### src/rtl/render_sweep_arbiter_if.sv
// Handshake bundle between render-stage controllers and the shared pixel-sweep arbiter.
interface render_sweep_arbiter_if #(
  parameter int NREQ  = 4,
  parameter int IDX_W = 17
);
  logic [NREQ-1:0]       req;
  logic [NREQ*IDX_W-1:0] limit_in;
  logic                  stall;
  logic [NREQ-1:0]       grant;
  logic [IDX_W-1:0]      pixel_idx;
  logic                  pixel_valid;
  logic [NREQ-1:0]       done;
  logic                  busy;

  modport master (
    output req, limit_in, stall,
    input  grant, pixel_idx, pixel_valid, done, busy
  );

  modport slave (
    input  req, limit_in, stall,
    output grant, pixel_idx, pixel_valid, done, busy
  );
endinterface

### src/rtl/render_sweep_arbiter.sv
// Round-robin arbiter sharing one linear pixel-sweep engine among NREQ requesters;
// the winner's pixel count is latched and walked 0..limit-1 with stall back-pressure.
module render_sweep_arbiter #(
  parameter int NREQ  = 4,
  parameter int IDX_W = 17
) (
  input  logic                 clk,
  input  logic                 resetn,
  render_sweep_arbiter_if.slave bus
);

  localparam int          OW = (NREQ > 1) ? $clog2(NREQ) : 1;
  localparam int unsigned N  = NREQ;

  typedef enum logic [1:0] {IDLE, RUN, DONE} state_t;

  state_t            state, state_n;
  logic [OW-1:0]     rr, rr_n, owner, owner_n, win, cw;
  logic [IDX_W-1:0]  lim, lim_n, idx, idx_n;
  logic [NREQ-1:0]   grant, grant_n, done, done_n;
  logic              valid, valid_n, busy, busy_n, found;
  int unsigned       c;
  logic [IDX_W-1:0]  lims [NREQ];

  for (genvar g = 0; g < NREQ; g++) begin : g_lim
    assign lims[g] = bus.limit_in[g*IDX_W +: IDX_W];
  end

  // First requesting bit at or above the rr pointer, wrapping around.
  always_comb begin
    win   = rr;
    found = 1'b0;
    c     = 0;
    cw    = '0;
    for (int unsigned k = 0; k < N; k++) begin
      c = int'(rr) + k;
      if (c >= N) c = c - N;
      cw = OW'(c);
      if (!found && bus.req[cw]) begin
        found = 1'b1;
        win   = cw;
      end
    end
  end

  always_comb begin
    state_n = state;
    rr_n    = rr;
    owner_n = owner;
    lim_n   = lim;
    idx_n   = idx;
    grant_n = grant;
    valid_n = valid;
    busy_n  = busy;
    done_n  = '0;
    case (state)
      IDLE: begin
        busy_n = 1'b0;
        if (found) begin
          state_n = RUN;
          owner_n = win;
          lim_n   = lims[win];
          grant_n = NREQ'(1) << win;
          idx_n   = '0;
          valid_n = (lims[win] != '0);
          busy_n  = 1'b1;
        end
      end
      RUN: begin
        // A zero-count sweep spends its single grant cycle here with pixel_valid low.
        if (lim == '0 || (!bus.stall && idx == lim - IDX_W'(1))) begin
          state_n = DONE;
          grant_n = '0;
          valid_n = 1'b0;
          done_n  = grant;
        end else if (!bus.stall) begin
          idx_n = idx + IDX_W'(1);
        end
      end
      DONE: begin
        state_n = IDLE;
        busy_n  = 1'b0;
        rr_n    = (owner == OW'(NREQ-1)) ? '0 : owner + OW'(1);
      end
      default: state_n = IDLE;
    endcase
  end

  always_ff @(posedge clk or negedge resetn) begin
    if (!resetn) begin
      state <= IDLE;
      rr    <= '0;
      owner <= '0;
      lim   <= '0;
      idx   <= '0;
      grant <= '0;
      valid <= 1'b0;
      busy  <= 1'b0;
      done  <= '0;
    end else begin
      state <= state_n;
      rr    <= rr_n;
      owner <= owner_n;
      lim   <= lim_n;
      idx   <= idx_n;
      grant <= grant_n;
      valid <= valid_n;
      busy  <= busy_n;
      done  <= done_n;
    end
  end

  assign bus.grant       = grant;
  assign bus.pixel_idx   = idx;
  assign bus.pixel_valid = valid;
  assign bus.done        = done;
  assign bus.busy        = busy;

endmodule

### src/flat_wrapper.sv
// flat-port wrapper written by rule: the top's interface ports become plain ports
module render_sweep_arbiter_flat 
#(
  parameter int NREQ  = 4,
  parameter int IDX_W = 17
)
  (clk, resetn, bus_req, bus_limit_in, bus_stall, bus_grant, bus_pixel_idx, bus_pixel_valid, bus_done, bus_busy);
  render_sweep_arbiter_if #(.NREQ(NREQ), .IDX_W(IDX_W)) bus_i ();
  input  logic clk;
  input  logic resetn;
  input wire logic [$bits(bus_i.req)-1:0] bus_req;
  input wire logic [$bits(bus_i.limit_in)-1:0] bus_limit_in;
  input wire logic [$bits(bus_i.stall)-1:0] bus_stall;
  output wire logic [$bits(bus_i.grant)-1:0] bus_grant;
  output wire logic [$bits(bus_i.pixel_idx)-1:0] bus_pixel_idx;
  output wire logic [$bits(bus_i.pixel_valid)-1:0] bus_pixel_valid;
  output wire logic [$bits(bus_i.done)-1:0] bus_done;
  output wire logic [$bits(bus_i.busy)-1:0] bus_busy;
  assign bus_i.req = bus_req;
  assign bus_i.limit_in = bus_limit_in;
  assign bus_i.stall = bus_stall;
  assign bus_grant = bus_i.grant;
  assign bus_pixel_idx = bus_i.pixel_idx;
  assign bus_pixel_valid = bus_i.pixel_valid;
  assign bus_done = bus_i.done;
  assign bus_busy = bus_i.busy;
  render_sweep_arbiter #(.NREQ(NREQ), .IDX_W(IDX_W)) u_core (.clk(clk), .resetn(resetn), .bus(bus_i));
endmodule
### config.mk
export PLATFORM = sky130hd
export DESIGN_NAME = render_sweep_arbiter_flat
export DESIGN_NICKNAME = d
export VERILOG_FILES = /design/src/rtl/render_sweep_arbiter_if.sv /design/src/rtl/render_sweep_arbiter.sv /design/src/flat_wrapper.sv
export SDC_FILE = /design/constraint.sdc
export NUM_CORES = 1
export LEC_CHECK = 0
export CAP_MARGIN = 15
export CORE_UTILIZATION = 48
export DETAILED_ROUTE_END_ITERATION = 7
export PLACE_DENSITY = 0.93
export SYNTH_ARGS = -nofsm -noshare
export SYNTH_HDL_FRONTEND = slang
export SYNTH_SLANG_ARGS = --single-unit
### constraint.sdc
create_clock -name clk -period 4.1 [get_ports clk]
set_input_delay 0.82 -clock clk [delete_from_list [all_inputs] [get_ports clk]]
set_output_delay 0.82 -clock clk [all_outputs]
set_load 0.02 [all_outputs]
-- Yosys cells after proc, flatten, opt, wreduce, memory -nomap -nowiden
Index checks and enable logic that the tools add are counted.
- bits in registers: 50
- output and inout port bits: 27
- word-level logic and storage cells: 97
- $add $sub $neg: 10
- magnitude comparators: 9
- equal/unequal tests: 8
- shift operators: 1
- muxes and demuxes: 41
- bitwise operators: 1
- reduce and logical (&&, ||, !) cells: 18
- operators with widths (operator ; number):
    $mux 17 ; 5
    $bmux 17 s2 ; 1
    $pmux 17 s2 ; 1
    $mux 2 ; 11
    $add 17x1->17 const B ; 1
    $eq 17x17->1 ; 1
    $logic_not 17->1 ; 1
    $reduce_bool 17->1 ; 1
    $sub 17x1->17 const B ; 1
    $mux 4 ; 4
    $ge 3x3->1 const B ; 4
    $lt 2x3->1 const B ; 4
    $mux 1 ; 11
    $bmux 1 s2 ; 4
    $pmux 4 s2 ; 1
    $sub 2x1->2 const B ; 4
    $add 2x2->3 const B ; 2
    $eq 2x2->1 const B ; 2
    $logic_and 1x1->1 ; 4
    $logic_not 1->1 ; 4
    $ne 2x1->1 const B ; 2
    $ne 2x2->1 const B ; 2
    $pmux 1 s2 ; 2
    $pmux 2 s2 ; 1
    other kinds (12) ; 14

-- Depth between registers and ports, before layout
Gate-level depths: netlist of run 1.
- depth after elaboration: 21
- mapped depth: 11
- depth with buffers taken out: 10

-- Worst setup path after synthesis of run 1
OpenSTA, ideal clock, no wires.
- path kind: reg2reg
- from: register u_core.lim[0]
- to: register u_core.grant[2], in the netlist u_core.bus.grant[2]
- setup time: 0.122 ns
- data arrival time: 3.020 ns
- data required time: 3.978 ns
- path slack: 0.958 ns
- stages on the path, launching flop included: 10
- buffers on the path: 1
- clock period less this slack: 3.142 ns
- cells stage by stage: dfrtp_1 -> or4_4 -> or4_4 -> a2111oi_2 -> nand3_1 -> or3_4 -> o31ai_4 -> buf_6 -> nand2_4 -> a32o_1
- longest elaborated chain between the ends: 6
- elaborated cells between the ends (all ways): 7
- ends and longest elaborated chain (item ; line ; RTL):
    from (decl) ; render_sweep_arbiter.sv:19 ; logic [IDX_W-1:0] lim, lim_n, idx, idx_n;
    from (signal assigned) ; render_sweep_arbiter.sv:104 ; lim <= lim_n;
    $sub 17x1->17 ; render_sweep_arbiter.sv:71 ; if (lim == '0 || (!bus.stall && idx == lim - IDX_W'(1))) begin
    $eq 17x17->1 ; render_sweep_arbiter.sv:71 ;
    $logic_and 1x1->1 ; render_sweep_arbiter.sv:71 ;
    $logic_or 1x1->1 (*) ; render_sweep_arbiter.sv:71 ;
    $ne 2x1->1 (no source line) (*) ; n/a ;
    $reduce_and 3->1 (no source line) (*) ; n/a ;
    to (signal assigned) ; render_sweep_arbiter.sv:106 ; grant <= grant_n;
    to (decl) ; render_sweep_arbiter.sv:20 ; logic [NREQ-1:0] grant, grant_n, done, done_n;
Every way passes the cells marked *; elsewhere a longest branch is shown, timed or not.
A chain may end at the register's enable or synchronous reset.

-- Worst setup path after layout of run 1
- from: register u_core.lim[0]
- to: register u_core.idx[7], in the netlist u_core.bus.pixel_idx[7]
- longest elaborated chain between the ends: 6
- elaborated cells between the ends (all ways): 7
- ends and longest elaborated chain (item ; line ; RTL):
    $sub 17x1->17 ; render_sweep_arbiter.sv:71 ;
    $eq 17x17->1 ; render_sweep_arbiter.sv:71 ;
    $logic_and 1x1->1 ; render_sweep_arbiter.sv:71 ;
    $logic_or 1x1->1 (*) ; render_sweep_arbiter.sv:71 ;
    $ne 2x2->1 (no source line) (*) ; n/a ;
    $reduce_and 4->1 (no source line) (*) ; n/a ;
    to (signal assigned) ; render_sweep_arbiter.sv:105 ; idx <= idx_n;
    to (decl) ; render_sweep_arbiter.sv:19 ;
Marked as above.

==> run metrics, run 1 <==
Site Rows=30; Skew-Pair Late Insertion Delay=0.31 ns; worst vdd ir=0.1801 mV; max-cap violation count=0; residual overflow from global routing=0; Reg area=1251 um^2; Final TNS setup=0 ns; final WL=10.01 mm; Placer Congestion=0.9414; Final WS setup=0.5255 ns; antenna violations before repair=0; Final Hold Viols=0; gr usage total=26.96%; Synth Area in Simple Gates=27.46%; Hold-fix buffers, CTS=0; mapped cell area=3527 um^2; CP endpoint kind=register; slowest cell on the critical path=or4_4; dpl ws=0.3609 ns; Vias per Instance=6.064; Iteration-0 DRC Markers=306; worst path cell trace=or4_4 -> or4_4 -> a2111oi_2 -> o2111ai_1 -> a2111o_1 -> a21oi_2 -> nor4_1 -> mux2i_1; placed cell areas=4612 um^2; Req. time, crit path=4.28 ns; multi-input combinational cell area=2152 um^2; worst slew pin tran=0.8950 ns; post-synthesis xor/xnor area fraction=4.966%; pin count of the biggest net entering global routing=60; share of cells above drive strength 1=5.284%; GR Layer Usage met2=46.44%; Fin Clk Skew=0.006199 ns; vias in the first global route=3,375; Worst Hold Class=in2async; Slew Limit Fails=0; DPL Wire Length=7.609 mm; antenna cells=0; post-synthesis mux area share=9.684%; Initial Util=50.79%; GR Layer Usage met3=4.336%; Area Growth Syn to Fin=35.30%; Core Area=6944 um^2; count of input and output buffers=101; Setup violations, final=0; leakage dissipation=2.015 nW; Worst Path Arrival=3.76 ns; leading cell type in the layout, fill and taps excluded=clkdlybuf4s50_1; global-route wire length before repair=16.18 mm; Async SR Flop Fraction=100.0%; DRC=0; Synth Area in Adders=1.064%; root buf cell=clkbuf_8; Post-CTS Resized=0; Most used DFF post-synth=dfrtp_1; clk sinks=50; CTS H-tree depth=2; CP max FO=14; EDFF count, synth=0; largest family of logic cells by synthesized area=simple AND/OR/NAND/NOR gates; unrepaired setup endpoints after global routing=false; cell family with most CP delay=compound AO/OA/AOI/OAI gates; Finished Layout Cells=607; Finished Cell Area=4772 um^2; ANT nets after route=0; Fmax=279.8 MHz; Netlist cell types=53; Bufs on Longest Clock Path=2; outcome=complete, no violations; placed insts=598; num ports=102; Clock Pin Slew Worst Setup and Hold Paths=0.09 ns; period utilisation layout=87.18%; Filler Cell Count=558; fin crit period=3.575 ns; DRT Pass-1 Iters=5; Post-Syn Instances=416; Yosys reg bits=50; CTS tree=done; GR peak layer=met2; Syn Nets=494; Die Span X=87.72 um; Post-CTS Setup Bufs=0; slowest stage delay, CP=0.57 ns; Avg Synthesized Cell Area=8.479 um^2; crit path launch type=register; Most Frequent Cell on Critical Path=or4_4; DIE HEIGHT=87.72 um; Yosys warning total=0; Vias=3,681; Net count, final=589; Synth Area in Compound Gates=17.84%; met1 usage in global routing=34.52%; Bufs and invs on worst path=0; Seq/Total Area, Yosys=35.47%; DR WL/cell=16.49 um; Power Density=342.5 nW/um^2; die area=7695 um^2; Num CTS Buffers=5; relative slew slack=40.11%; kind of critical path=reg2reg; most frequent cells in the layout=100 x clkdlybuf4s50_1, 86 x nand2_1, 50 x dfrtp_1
-- routing by layer --
metal | vias to the layer above | wire [um] | part of all wire [%]
met1 | 1751 | 4195 | 42
met4 | 0 | 213 | 2.1
li1 | 1714 | - | -
met5 | - | 0 | 0
met2 | 192 | 4928 | 49
met3 | 24 | 673 | 6.7
-- state kept, by name, indices dropped and copies added (netlist names) --
signal,cells
u_core.state,2
u_core.owner,2
u_core.bus.grant,4
u_core.bus.done,4
u_core.bus.busy,1
u_core.lim,17
u_core.bus.pixel_valid,1
u_core.bus.pixel_idx,17
u_core.rr,2
-- worst paths after layout --
check,from,endpoint,slack (ns),cells after the start
max,u_core.lim[0],u_core.bus.pixel_idx[7],0.53,8
min,resetn,u_core.bus.pixel_idx[12],0.40,1
max reg2reg,u_core.lim[0],u_core.bus.pixel_idx[7],0.53,8
min reg2reg,u_core.owner[0],u_core.rr[0],0.50,1
max in group asynchronous,resetn,u_core.lim[4],3.19,2
min in group clk,u_core.owner[0],u_core.rr[0],0.50,1
-- logic make-up after synthesis --
logic type               after synthesis
adder cells (fa/ha/maj)                3
multiplexers                          34
XOR/XNOR                              20
AO/OA/AOI/OAI                         89
buffers and inverters                 30
flip-flops                            50
AND/OR/NAND/NOR                      190
-- per-stage QoR --
step           hold slack (ns)  total power, mW  utilization (%)
5_1_grt                 0.4184            1.725            68.72
4_1_cts                 0.4923            1.625            68.04
6_report                0.4033            1.634            68.72
3_3_place_gp            0.4686            1.251            66.41
2_1_floorplan           0.4504            1.018                -
3_5_place_dp            0.4706            1.271            66.41
-- cells in the mapped netlist, types with 3 or more instances --
master / instances / area [um^2]
nand2_1: 86 / 322.8
dfrtp_1: 50 / 1251
mux2i_1: 33 / 330.3
a21oi_1: 26 / 130.1
clkbuf_1: 19 / 71.32
o21ai_0: 18 / 90.09
xnor2_1: 15 / 131.4
nor2_1: 14 / 52.55
nand4_1: 13 / 81.33
nand2b_1: 12 / 75.07
and3_1: 11 / 68.82
a32o_1: 10 / 100.1
inv_1: 8 / 30.03
nand3_1: 8 / 40.04
nor3_1: 8 / 40.04
nor4_1: 8 / 50.05
a211o_1: 6 / 52.55
o31ai_1: 5 / 37.54
or4_1: 5 / 37.54
xor2_1: 5 / 43.79
nor2b_1: 4 / 25.02
o41ai_1: 4 / 35.03
or3_1: 4 / 25.02
a31oi_1: 3 / 18.77
ha_1: 3 / 37.54
nor4b_1: 3 / 26.28
-- layout make-up --
| type | count | area share [%] |
|---|---|---|
| inverters | 8 | 0.6293 |
| flip-flops and latches | 50 | 26.22 |
| well taps | 96 | 2.517 |
| multi-input cells | 336 | 45.10 |
| clock buffers | 6 | 1.730 |
| clock inverters | 1 | 0.6293 |
| repair buffers | 110 | 23.18 |
-- power by group --
part	switching, mW	internal, mW	total (mW)
Clock	0.162	0.195	0.357
Sequential	0.114	0.562	0.676
Combinational	0.304	0.298	0.602
(Power assumes the default switching activity.)
==> run 2, diff against run 1 <==
Settings changed: SKIP_LAST_GASP set to 1, SLEW_MARGIN set to 20.
==> run 2 against run 1 <==
Sequential power hardly changed. Count of clock-buffer cells in the layout stayed put. Combinational power is 1% lower. Hold slack better by 0.089 ns. Register-to-register slack better by 0.02 ns. Via count is 1.7% lower. Critical path depth stayed put. Clock skew is 0.0018 ns higher. Global-route usage stayed put. Setup slack better by 0.025 ns. Cell area is 0.92% lower. Non-clock buffer count is 2 lower. Largest cell class unchanged. Largest power group unchanged.
==> run metrics, run 2 (synthesized netlist as in run 1, its figures left out) <==
outcome=complete, no violations; Worst Hold Class=reg2reg; Vias per Instance=5.980 (-1.4%); beginning of the critical path=u_core.lim[0]; most frequent cells in the layout=100 x clkdlybuf4s50_1, 86 x nand2_1, 50 x dfrtp_1; count of input and output buffers=101 (unchanged); Hold EP=u_core.owner[1]; clk sinks=50 (unchanged); final WL=9.961 mm (-0.51%); Final Hold Viols=0 (unchanged); num ports=102 (unchanged); leading cell type in the layout, fill and taps excluded=clkdlybuf4s50_1; Die Span X=87.72 um (unchanged); Core Area=6944 um^2 (unchanged); CTS tree=done; residual overflow from global routing=0 (unchanged); antenna violations before repair=0 (unchanged); antenna cells=0 (unchanged); root buf cell=clkbuf_8; kind of critical path=reg2reg; unrepaired setup endpoints after global routing=false; sw power=0.5768 mW (-0.41%); share of cells above drive strength 1=5.108% (-0.18 points); Slew Limit Fails=0 (unchanged); Hold Crit Start=u_core.owner[1]; max-cap violation count=0 (unchanged); worst vdd ir=0.1792 mV (-0.46%); Setup violations, final=0 (unchanged); Final Total Pwr=1.628 mW (-0.41%); Post-CTS Setup Bufs=0 (unchanged); Post-CTS Resized=0 (unchanged); Iteration-0 DRC Markers=309 (+0.98%); crit path launch type=register; Sw Share=35.44% (about the same); worst r2r src=u_core.lim[0]; Comb pwr share=36.6% (-0.2 points); Reg-to-Reg End=u_core.bus.pixel_idx[7]; Placer Congestion=0.9414 (unchanged); vias in the first global route=3,375 (unchanged); DIE HEIGHT=87.72 um (unchanged); Skew-Pair Late Insertion Delay=0.31 ns (about the same); DRC=0 (unchanged); final hold slack=0.4924 ns (+0.08907 ns); CP max FO=14 (unchanged); Area Growth Syn to Fin=34.05%; worst hold path depth=2; Num CTS Buffers=5 (unchanged); clock network fraction of total power=21.9% (about the same); Fin Clk Skew=0.008017 ns (+0.001817 ns); Reg2Reg Setup Slack=0.55 ns (+0.02 ns); Req. time, crit path=4.28 ns (about the same); Bufs on Longest Clock Path=2 (unchanged); Site Rows=30 (unchanged); CTS H-tree depth=2 (unchanged); Fmax=281.7 MHz (+0.70%); die area=7695 um^2 (unchanged); Worst Path Arrival=3.73 ns (-0.03 ns); leakage dissipation=1.994 nW (-1.0%); global-route wire length before repair=16.18 mm (unchanged); gr usage total=26.96% (unchanged); fin crit period=3.550 ns (-0.02482 ns); Pint=1.051 mW (-0.41%); Final TNS setup=0 ns (unchanged); Hold-fix buffers, CTS=0 (unchanged); reg2reg path depth=8 (unchanged); Vias=3,618 (-1.7%); DRT Pass-1 Iters=5 (unchanged); Initial Util=50.79% (unchanged); worst slew pin tran=0.8850 ns (-0.009994 ns); CP endpoint kind=register; DR WL/cell=16.46 um (-0.18%); Power Density=344.2 nW/um^2 (+0.51%); Net count, final=587 (-0.34%); Clock Pin Slew Worst Setup and Hold Paths=0.09 ns (about the same); DPL Wire Length=7.609 mm (unchanged); pin count of the biggest net entering global routing=60 (unchanged); ANT nets after route=0 (unchanged); period utilisation layout=86.58% (-0.61 points); relative slew slack=40.78% (+0.67 points); sequential share of power=41.6% (+0.3 points)
run 2: routing by layer:
metal  part of all wire (%)  track usage (%)
met1                     42            34.52
met2                     49            46.44
met5                      0                0
met3                    7.0            4.336
met4                    2.1            8.793
run 2: cell type report:
cell class                 count  area [um^2]
tap                           96        120.1
clock inverter                 1        30.03
fill                         564         2216
clock buffer                   6        82.58
inverter                       8        30.03
sequential                    50         1251
multi-input combinational    336         2153
timing repair buffer         108         1061
run 2: through the flow:
stage / utilization, % / area (um^2) / instances / setup slack (ns)
after floorplan: - / 3527 / 416 / 0.9581
after global placement: 66.41 / 4612 / 598 / 0.4169
after detailed placement: 66.41 / 4612 / 598 / 0.3609
after CTS: 68.04 / 4725 / 605 / 0.5286
after global routing: 68.09 / 4728 / 605 / 0.3070
final: 68.09 / 4728 / 605 / 0.5503
run 2: how the worst max path moves through the flow:
stage,to,slack (ns),cells past startpoint
3_3_place_gp,u_core.bus.pixel_valid,0.42,8
6_report,u_core.bus.pixel_idx[7],0.55,8
4_1_cts,u_core.bus.pixel_idx[7],0.53,8
3_5_place_dp,u_core.bus.pixel_valid,0.36,8
5_1_grt,u_core.bus.grant[3],0.31,8
2_1_floorplan,u_core.bus.grant[2],0.96,9
run 2: power by group through the flow:
stage	Combinational [mW]	Sequential, mW	Clock [mW]
final	0.595	0.676	0.356
after global routing	0.648	0.688	0.383
after CTS	0.594	0.672	0.360
after detailed placement	0.589	0.682	0
after global placement	0.574	0.677	0
after floorplan	0.340	0.678	0
run 2: critical path: stages (launching register included):
cell and delay, ns:
dfrtp_1 0.46, or4_4 0.57, or4_4 0.54, a2111oi_2 0.44, o2111ai_1 0.19, a2111o_1 0.39, a21oi_2 0.52, nor4_1 0.17
mux2i_1 0.16
==> run 3, diff against run 2 <==
Settings changed: SKIP_LAST_GASP 1 to not set.
==> results of run 3 <==
No change in the layout: final DEF, timing and power equal those of run 2.
